<file path="src/rtl/comm_pkg.sv">
`default_nettype none
// ============================================================================
// Module      : comm_pkg
// Description : Shared types and constants for the serial frame receiver.
//               COMM_RX_PARITY_EN adds the PARITY state.
// Revision    : 1.0 - initial release
// ============================================================================
package comm_pkg;

    localparam int   FRAME_DATA_BITS = 6;
    localparam int   MSG_W           = 4;
    localparam int   SEL_W           = 2;
    localparam logic IDLE_LEVEL      = 1'b1;

    typedef enum logic [2:0] {
        ST_IDLE   = 3'd0,
        ST_START  = 3'd1,
        ST_DATA   = 3'd2,
`ifdef COMM_RX_PARITY_EN
        ST_PARITY = 3'd3,
`endif
        ST_STOP   = 3'd4
    } state_t;

endpackage
`default_nettype wire

</file>
<file path="src/rtl/comm_bit_timer.sv">
`default_nettype none
// ============================================================================
// Module      : comm_bit_timer
// Description : Bit-period counter with mid-bit and full-bit ticks.
// Revision    : 1.0 - initial release
// ============================================================================
module comm_bit_timer #(
    parameter int BIT_CYCLES = 4
) (
    input  logic clk,
    input  logic rst_n,
    input  logic clear,
    output logic mid_tick,
    output logic full_tick
);

    localparam int CNT_W = $clog2(BIT_CYCLES);

    logic [CNT_W-1:0] r_cnt;

    always_ff @(posedge clk or negedge rst_n) begin
        if (!rst_n) begin
            r_cnt <= '0;
        end else if (clear || full_tick) begin
            r_cnt <= '0;
        end else begin
            r_cnt <= r_cnt + CNT_W'(1);
        end
    end

    assign mid_tick  = (r_cnt == CNT_W'(BIT_CYCLES / 2 - 1));
    assign full_tick = (r_cnt == CNT_W'(BIT_CYCLES - 1));

endmodule
`default_nettype wire

</file>
<file path="src/rtl/comm_frame_rx.sv">
`default_nettype none
// ============================================================================
// Module      : comm_frame_rx
// Description : Serial frame receiver (start, sel[1:0], msg[3:0], stop) with a
//               per-channel message store. COMM_RX_PARITY_EN adds even parity.
// Revision    : 1.0 - initial release
// ============================================================================
module comm_frame_rx
    import comm_pkg::*;
#(
    parameter int BIT_CYCLES = 4
) (
    input  logic                   clk,
    input  logic                   rst_n,
    input  logic                   rx_in,
    output logic [MSG_W-1:0]       msg_out,
    output logic [SEL_W-1:0]       sel_out,
    output logic [4*MSG_W-1:0]     ch_bus,
    output logic                   msg_valid,
    output logic                   frame_err
);

    logic                        r_sync1;
    logic                        r_sync2;
    logic                        r_sync_prev;
    state_t                      r_state;
    state_t                      w_next;
    logic [2:0]                  r_bit_idx;
    logic [FRAME_DATA_BITS-1:0]  r_shift;
    logic [MSG_W-1:0]            r_msg;
    logic [SEL_W-1:0]            r_sel;
    logic [4*MSG_W-1:0]          r_ch;
    logic                        r_valid;
    logic                        r_err;

    logic w_fall;
    logic w_mid_tick;
    logic w_full_tick;
    logic w_timer_clear;
    logic w_shift_en;
    logic w_accept;
    logic w_reject;
    logic w_par_err;

    always_ff @(posedge clk or negedge rst_n) begin
        if (!rst_n) begin
            r_sync1     <= IDLE_LEVEL;
            r_sync2     <= IDLE_LEVEL;
            r_sync_prev <= IDLE_LEVEL;
        end else begin
            r_sync1     <= rx_in;
            r_sync2     <= r_sync1;
            r_sync_prev <= r_sync2;
        end
    end

    assign w_fall = r_sync_prev & ~r_sync2;

    comm_bit_timer #(
        .BIT_CYCLES (BIT_CYCLES)
    ) u_timer (
        .clk       (clk),
        .rst_n     (rst_n),
        .clear     (w_timer_clear),
        .mid_tick  (w_mid_tick),
        .full_tick (w_full_tick)
    );

    always_ff @(posedge clk or negedge rst_n) begin
        if (!rst_n) begin
            r_state <= ST_IDLE;
        end else begin
            r_state <= w_next;
        end
    end

    always_comb begin
        w_next = r_state;
        case (r_state)
            ST_IDLE:  if (w_fall) w_next = ST_START;
            ST_START: if (w_mid_tick) w_next = r_sync2 ? ST_IDLE : ST_DATA;
            ST_DATA: begin
                if (w_full_tick && (r_bit_idx == 3'(FRAME_DATA_BITS - 1))) begin
`ifdef COMM_RX_PARITY_EN
                    w_next = ST_PARITY;
`else
                    w_next = ST_STOP;
`endif
                end
            end
`ifdef COMM_RX_PARITY_EN
            ST_PARITY: if (w_full_tick) w_next = ST_STOP;
`endif
            ST_STOP:  if (w_full_tick) w_next = ST_IDLE;
            default:  w_next = ST_IDLE;
        endcase
    end

    // START re-arms the timer at its mid-bit sample so later samples land mid-bit.
    always_comb begin
        w_timer_clear = ((r_state == ST_IDLE) && w_fall) ||
                        ((r_state == ST_START) && w_mid_tick);
        w_shift_en    = (r_state == ST_DATA) && w_full_tick;
        w_accept      = (r_state == ST_STOP) && w_full_tick && r_sync2 && !w_par_err;
        w_reject      = (r_state == ST_STOP) && w_full_tick && !w_accept;
    end

`ifdef COMM_RX_PARITY_EN
    logic r_par_err;

    always_ff @(posedge clk or negedge rst_n) begin
        if (!rst_n) begin
            r_par_err <= 1'b0;
        end else if ((r_state == ST_PARITY) && w_full_tick) begin
            r_par_err <= ^{r_shift, r_sync2};
        end
    end

    assign w_par_err = r_par_err;
`else
    assign w_par_err = 1'b0;
`endif

    always_ff @(posedge clk or negedge rst_n) begin
        if (!rst_n) begin
            r_bit_idx <= '0;
            r_shift   <= '0;
        end else if (w_timer_clear) begin
            r_bit_idx <= '0;
        end else if (w_shift_en) begin
            r_bit_idx <= r_bit_idx + 3'd1;
            r_shift   <= {r_shift[FRAME_DATA_BITS-2:0], r_sync2};
        end
    end

    always_ff @(posedge clk or negedge rst_n) begin
        if (!rst_n) begin
            r_msg   <= '0;
            r_sel   <= '0;
            r_ch    <= '0;
            r_valid <= 1'b0;
            r_err   <= 1'b0;
        end else begin
            r_valid <= w_accept;
            r_err   <= w_reject;
            if (w_accept) begin
                r_msg <= r_shift[MSG_W-1:0];
                r_sel <= r_shift[FRAME_DATA_BITS-1:MSG_W];
                for (int i = 0; i < 4; i++) begin
                    if (r_shift[FRAME_DATA_BITS-1:MSG_W] == SEL_W'(i)) begin
                        r_ch[i*MSG_W +: MSG_W] <= r_shift[MSG_W-1:0];
                    end
                end
            end
        end
    end

    assign msg_out   = r_msg;
    assign sel_out   = r_sel;
    assign ch_bus    = r_ch;
    assign msg_valid = r_valid;
    assign frame_err = r_err;

endmodule
`default_nettype wire

</file>
<file path="config.mk">
export PLATFORM = sky130hd
export DESIGN_NAME = comm_frame_rx
export DESIGN_NICKNAME = d
export VERILOG_FILES = /design/src/rtl/comm_pkg.sv /design/src/rtl/comm_bit_timer.sv /design/src/rtl/comm_frame_rx.sv
export SDC_FILE = /design/constraint.sdc
export NUM_CORES = 1
export LEC_CHECK = 0
export CORE_UTILIZATION = 50
export CTS_CLUSTER_SIZE = 40
export DETAILED_ROUTE_END_ITERATION = 6
export PLACE_DENSITY = 0.75
export SYNTH_ARGS = -nofsm -noshare
export SYNTH_HDL_FRONTEND = slang
export SYNTH_SLANG_ARGS = --single-unit
</file>
<file path="constraint.sdc">
create_clock -name clk -period 2.64 [get_ports clk]
set_clock_uncertainty 0.05 [all_clocks]
set_input_delay 0.528 -clock clk [delete_from_list [all_inputs] [get_ports clk]]
set_output_delay 0.528 -clock clk [all_outputs]
set_load 0.02 [all_outputs]
</file>
==> results of run 1 <==
-- how the worst max path moves through the flow --
stage	start	cells after the start	endpoint	slack [ns]
2_1_floorplan	u_timer.r_cnt[0]	5	ch_bus[4]	0.81
5_1_grt	r_state[0]	3	r_bit_idx[0]	0.49
6_report	u_timer.r_cnt[0]	4	ch_bus[0]	0.64
3_3_place_gp	u_timer.r_cnt[0]	4	ch_bus[0]	0.73
4_1_cts	u_timer.r_cnt[0]	4	ch_bus[7]	0.65
3_5_place_dp	u_timer.r_cnt[0]	4	ch_bus[7]	0.67
-- registers in the layout, indices dropped and copies added (netlist names) --
register       count
r_sync2            1
frame_err          1
r_bit_idx          3
msg_valid          1
ch_bus            16
msg_out            4
u_timer.r_cnt      2
r_state            3
r_shift            6
r_sync1            1
r_sync_prev        1
sel_out            2
-- metrics by stage --
stage | worst slack, ns | hold slack [ns] | instances | utilization, %
after floorplan | 0.810 | 0.182 | 126 | -
after global placement | 0.730 | 0.295 | 192 | 63.2
after detailed placement | 0.667 | 0.299 | 192 | 63.2
after CTS | 0.655 | 0.262 | 200 | 65.5
after global routing | 0.489 | 0.295 | 200 | 65.5
final | 0.640 | 0.237 | 200 | 65.5
-- cells in the mapped netlist --
library cell	instances	area share, %
or4_1	2	0.89
clkbuf_1	1	0.22
nand3b_4	1	1.2
o2bb2a_1	1	0.59
buf_2	3	0.89
and4bb_2	1	0.74
dfstp_2	3	4.7
nand4bb_1	1	0.67
nand2_1	18	4.0
ha_1	4	3.0
or3b_2	1	0.52
nor2b_1	1	0.37
or4b_4	1	0.82
inv_1	4	0.89
nor3_1	4	1.2
dfrtp_1	38	56
a211oi_1	2	0.89
nand2b_1	4	1.5
or3_1	1	0.37
nand3_1	1	0.30
a32oi_1	1	0.52
mux2_4	8	7.1
a21oi_1	1	0.30
mux2_2	14	9.3
o21ai_0	4	1.2
nor2_1	5	1.1
o22ai_1	1	0.37
-- cell type report --
cell class                      instances  area share (%)
Sequential cell                        41            50.3
Clock inverter                          1           0.244
Tap cell                               44            2.69
Inverter                                4           0.733
Clock buffer                            7            3.18
Multi-Input combinational cell         77            30.4
Timing Repair Buffer                   26            12.5
-- per-layer routing --
metal	GRT usage, %	vias up
li1	-	493
met1	27.0	552
met2	30.5	19
met3	4.55	6
met4	8.97	0
met5	0	-
-- report_power, final --
group          leakage, nW  internal, mW  switching (mW)
Clock               0.0413         0.154           0.187
Sequential           0.557         0.681          0.0869
Combinational        0.398        0.0795          0.0941
-- cells by family after synthesis --
group / after synthesis / synth area share, %
compound gates: 10 / 3.86
fa+ha+maj: 4 / 2.97
buf+inv: 8 / 2.00
flops: 41 / 61.1
mux: 22 / 16.5
simple gates: 41 / 13.6
-- placed cells by master (no fill, tap or decap), drive strengths merged, types with 3 or more instances in the layout --
| master | synthesis | layout |
|---|---|---|
| dfrtp | 38 | 38 |
| clkdlybuf4s50 | 0 | 25 |
| mux2 | 22 | 22 |
| nand2 | 18 | 18 |
| clkbuf | 1 | 7 |
| nor2 | 5 | 5 |
| inv | 4 | 4 |
| nor3 | 4 | 4 |
| nand2b | 4 | 4 |
| o21ai | 4 | 4 |
| ha | 4 | 4 |
| dfstp | 3 | 3 |
==> flow_metrics.py, run 1 <==
metrics = {
    "place": {
        "dpl.hpwl_mm": 2.19,
        "place_congestion": 0.816,
        "dpl-instance-area_um2": 1980,
        "io_buffers": 26,
    },
    "detailed_routing": {
        "totalWireLength_mm": 2.98,
        "drc": 0,
        "vias_per_cell": 5.35,
        "wl_per_cell_um": 14.9,
        "wl_met2_mm": 1.45,
        "dr.pass1.iters": 4,
        "drtIter0Drc": 19,
        "antenna_left": 0,
        "maxUsedRoutingLayer": "met4",
        "wl_met1_mm": 1.41,
        "wl_met3_um": 83,
        "vias": 1070,
    },
    "power_and_ir_drop": {
        "leakagePower_nw": 0.996,
        "ir_drop_mv": 0.442,
        "power_mw": 1.28,
        "power.density_nw_per_um2": 626,
    },
    "yosys": {
        "syn_area_per_cell_um2": 13.4,
        "synth.distinct_cells": 27,
        "syn_nets": 133,
        "synth_cells": 126,
        "synthesis.area_um2": 1690,
        "yosysSeqAreaShare_pct": 61.1,
        "synth_warnings": 0,
        "synth.ff_latch_count": 41,
    },
    "worst_setup_path": {
        "critPathKind": "flip-flop to flip-flop",
        "cp-end-kind": "flip-flop",
        "crit_chain": "ha_1 -> nand3b_4 -> or4_1 -> mux2_4",
        "startpoint_type": "flip-flop",
        "worstReg2RegStart": "u_timer.r_cnt[0]",
        "crit_required_ns": 2.82,
        "crit_buf_inv": 0,
        "slowest_stage": "or4_1",
        "regToRegEndpoint": "ch_bus[0]",
        "crit_family": "simple AND/OR/NAND/NOR gates",
        "critPathArrivalTime_ns": 2.18,
        "r2r_cells": 4,
        "cpPeakStageDelay_ns": 0.63,
        "r2r_slack_ns": 0.64,
        "crit_fanout": 7,
    },
    "status": {
        "status": "complete, no violations",
    },
    "job": {
        "maxCapViolCount": 0,
    },
    "timing": {
        "finalCriticalPeriod_ns": 2.00,
        "final.setup.tns_ns": 0,
        "worst_pin_slew_ns": 0.853,
        "setup_viol": 0,
        "rsz0062_at_grt": "false",
        "maxSlewViolCount": 0,
        "hold_viol": 0,
        "slew_headroom_pct": 43.1,
        "fin_crit_sh_pct": 75.7,
        "clock.fmax_ghz": 0.500,
    },
    "die": {
        "design.core.area_um2": 3130,
        "initial_utilization_pct": 53.9,
        "ios": 27,
        "fp.dieW_um": 60.1,
        "die_h_um": 60.1,
        "dieArea_um2": 3610,
        "rows": 20,
    },
    "cells_and_area": {
        "fin_area_um2": 2050,
        "area_growth_pct": 21.4,
        "regArea_um2": 1030,
        "drive_above_1_share_pct": 24.4,
        "multi_input_area_um2": 623,
        "layout.nets": 162,
        "n_fill_cell": 233,
        "antenna_cells": 0,
    },
    "clocking": {
        "cts.reportedPaths.clkPinSlew_ns": 0.11,
        "clock_sinks": 41,
        "worstSkewPairLatency_ns": 0.34,
        "cts-root-buf": "clkbuf_4",
        "clock_path_buffers": 2,
        "post_cts_resized": 0,
        "cts_setup_buffers": 0,
        "cts_tree": "yes",
        "holdBufCountCts": 0,
        "cts-htree-levels": 2,
        "cts_buffers": 5,
    },
    "global_route": {
        "first_global_vias": 1062,
        "grt_pass1_wl_mm": 5.06,
        "overflow": 0,
        "grt_max_degree": 42,
        "antenna_found_initial": 0,
        "track_usage_pct": 19.9,
    },
    "worst_hold_path": {
        "hold_path.class": "input pin to async pin",
    },
}
Power figures use the tool's default switching activity.
==> run 2: changes to the inputs <==
Settings changed: CORE_UTILIZATION 50 to 47, PLACE_DENSITY 0.75 to 0.74.
Clock period 2.64 ns to 1.7 ns, I/O delays scaled along.
==> flow_metrics.py, run 2 (same netlist as run 1, synthesis figures left out) <==
metrics = {
    "status": {
        "status": "finished with violations",
        "violations": "negative setup slack",
    },
    "job": {
        "maxCapViolCount": 0,
    },
    "clocking": {
        "cts.reportedPaths.clkPinSlew_ns": 0.13,
        "cts-root-buf": "clkbuf_4",
        "worstSkewPairLatency_ns": 0.35,
        "cts_setup_buffers": 0,
        "clock_sinks": 41,
        "cts_tree": "yes",
        "cts-htree-levels": 2,
        "cts_buffers": 5,
        "clock_path_buffers": 2,
    },
    "worst_setup_path": {
        "r2r_cells": 4,
        "crit_family": "simple AND/OR/NAND/NOR gates",
        "slowest_stage": "or4_4",
        "startpoint_type": "flip-flop",
        "cp-end-kind": "flip-flop",
        "regToRegEndpoint": "ch_bus[0]",
        "cp.depth": 4,
        "crit_buf_inv": 0,
        "critPathKind": "flip-flop to flip-flop",
        "worstReg2RegStart": "u_timer.r_cnt[1]",
        "cpPeakStageDelay_ns": 0.55,
        "critPathArrivalTime_ns": 1.90,
        "r2r_slack_ns": -0.007,
        "crit_required_ns": 1.89,
        "crit_fanout": 5,
        "crit_chain": "ha_4 -> nand3b_4 -> or4_4 -> mux2_4",
    },
    "global_route": {
        "first_global_vias": 1050,
        "overflow": 0,
        "antenna_found_initial": 0,
        "track_usage_pct": 19.8,
        "grt_pass1_wl_mm": 5.11,
        "grt_max_degree": 42,
    },
    "cells_and_area": {
        "regArea_um2": 1030,
        "drive_above_1_share_pct": 33.7,
        "largest_reg_flops": 16,
        "antenna_cells": 0,
        "area_growth_pct": 30.0,
        "n_fill_cell": 265,
        "final_cell_mix": "dfrtp_1, dlygate4sd2_1, nand2_1",
        "layout_commonest_cell": "dfrtp_1",
        "layout.nets": 178,
        "multi_input_area_um2": 656,
        "fin_area_um2": 2190,
    },
    "detailed_routing": {
        "vias": 1083,
        "drc": 0,
        "dr.pass1.iters": 4,
        "wl_per_cell_um": 14.7,
        "drtIter0Drc": 29,
        "vias_per_cell": 4.97,
        "antenna_left": 0,
        "totalWireLength_mm": 3.21,
    },
    "power_and_ir_drop": {
        "power.density_nw_per_um2": 1020,
        "ir_drop_mv": 0.592,
        "leakagePower_nw": 1.21,
    },
    "worst_hold_path": {
        "hold_path_depth": 0,
        "hp-start": "r_sync1",
        "hold_path.class": "flip-flop to flip-flop",
        "min_to": "r_sync2",
    },
    "place": {
        "dpl-instance-area_um2": 2110,
        "io_buffers": 26,
        "dpl.hpwl_mm": 2.25,
        "place_congestion": 0.735,
        "place_ws_ns": -0.0917,
    },
    "timing": {
        "clock.fmax_ghz": 0.586,
        "worst_pin_slew_ns": 0.489,
        "fin_crit_sh_pct": 100,
        "hold_viol": 0,
        "slew_headroom_pct": 67.4,
        "setup_viol": 3,
        "setup_slack_ns": -0.00658,
        "finalCriticalPeriod_ns": 1.71,
        "maxSlewViolCount": 0,
        "rsz0062_at_grt": "true",
        "holdWs_ns": 0.315,
    },
    "die": {
        "initial_utilization_pct": 49.8,
        "die_h_um": 61.9,
        "design.core.area_um2": 3390,
        "ios": 27,
        "rows": 21,
        "dieArea_um2": 3830,
        "fp.dieW_um": 61.9,
    },
}
## run 2: cell count changes in the layout (fill, tap and decap cells not counted), moves of 2 or more
| cell | delta |
|---|---|
| buf_4 | +15 |
| clkbuf_8 | -2 |
| clkdlybuf4s50_1 | -24 |
| dlygate4sd2_1 | +23 |
| or4_1 | -2 |
| or4_4 | +2 |
## run 2: through the flow
step           setup TNS (ns)  power, mW  std cells  util (%)
3_5_place_dp           -0.659       1.59        209      62.1
5_1_grt                -0.453       2.35        218      64.7
3_3_place_gp           -0.180       1.57        209      62.1
4_1_cts               -0.0103       2.23        218      64.4
2_1_floorplan          -0.232       1.39        126         -
6_report              -0.0140       2.23        218      64.7
## run 2: worst max-delay path by stage
stage,startpoint,endpoint
after floorplan,u_timer.r_cnt[0],ch_bus[4]
after global placement,u_timer.r_cnt[1],ch_bus[2]
after detailed placement,u_timer.r_cnt[1],ch_bus[7]
after CTS,u_timer.r_cnt[1],ch_bus[0]
after global routing,u_timer.r_cnt[1],ch_bus[5]
final,u_timer.r_cnt[1],ch_bus[0]
## run 2: cell type report
| type | instances | area share [%] |
|---|---|---|
| clock buffers | 5 | 1.71 |
| clock inverters | 3 | 2.11 |
| inverters | 4 | 0.685 |
| multi-input cells | 77 | 29.9 |
| flip-flops and latches | 41 | 46.9 |
| well taps | 46 | 2.62 |
| repair buffers | 42 | 16.0 |
## run 2: where the power goes
part           internal [mW]  total (mW)  leakage (nW)  switching (mW)
Clock                  0.311       0.640        0.0414           0.329
Combinational          0.217       0.430         0.614           0.213
Sequential              1.06        1.16         0.557           0.101
Total                   1.59        2.23          1.21           0.643
## run 2: repair_timing
action | CTS | global route
pin swaps | 0 | 2
gates resized for setup | 26 | 4
hold endpoints to repair | 38 | 0
hold buffers | 1 | 0
setup endpoints to repair | 32 | 19
## run 2: per-layer routing
| metal | routed length, um | share of wire [%] | track usage [%] |
|---|---|---|---|
| met5 | 0 | 0 | 0 |
| met4 | 29 | 0.90 | 8.57 |
| met3 | 123 | 3.8 | 6.83 |
| met2 | 1590 | 49 | 30.7 |
| met1 | 1470 | 46 | 25.3 |
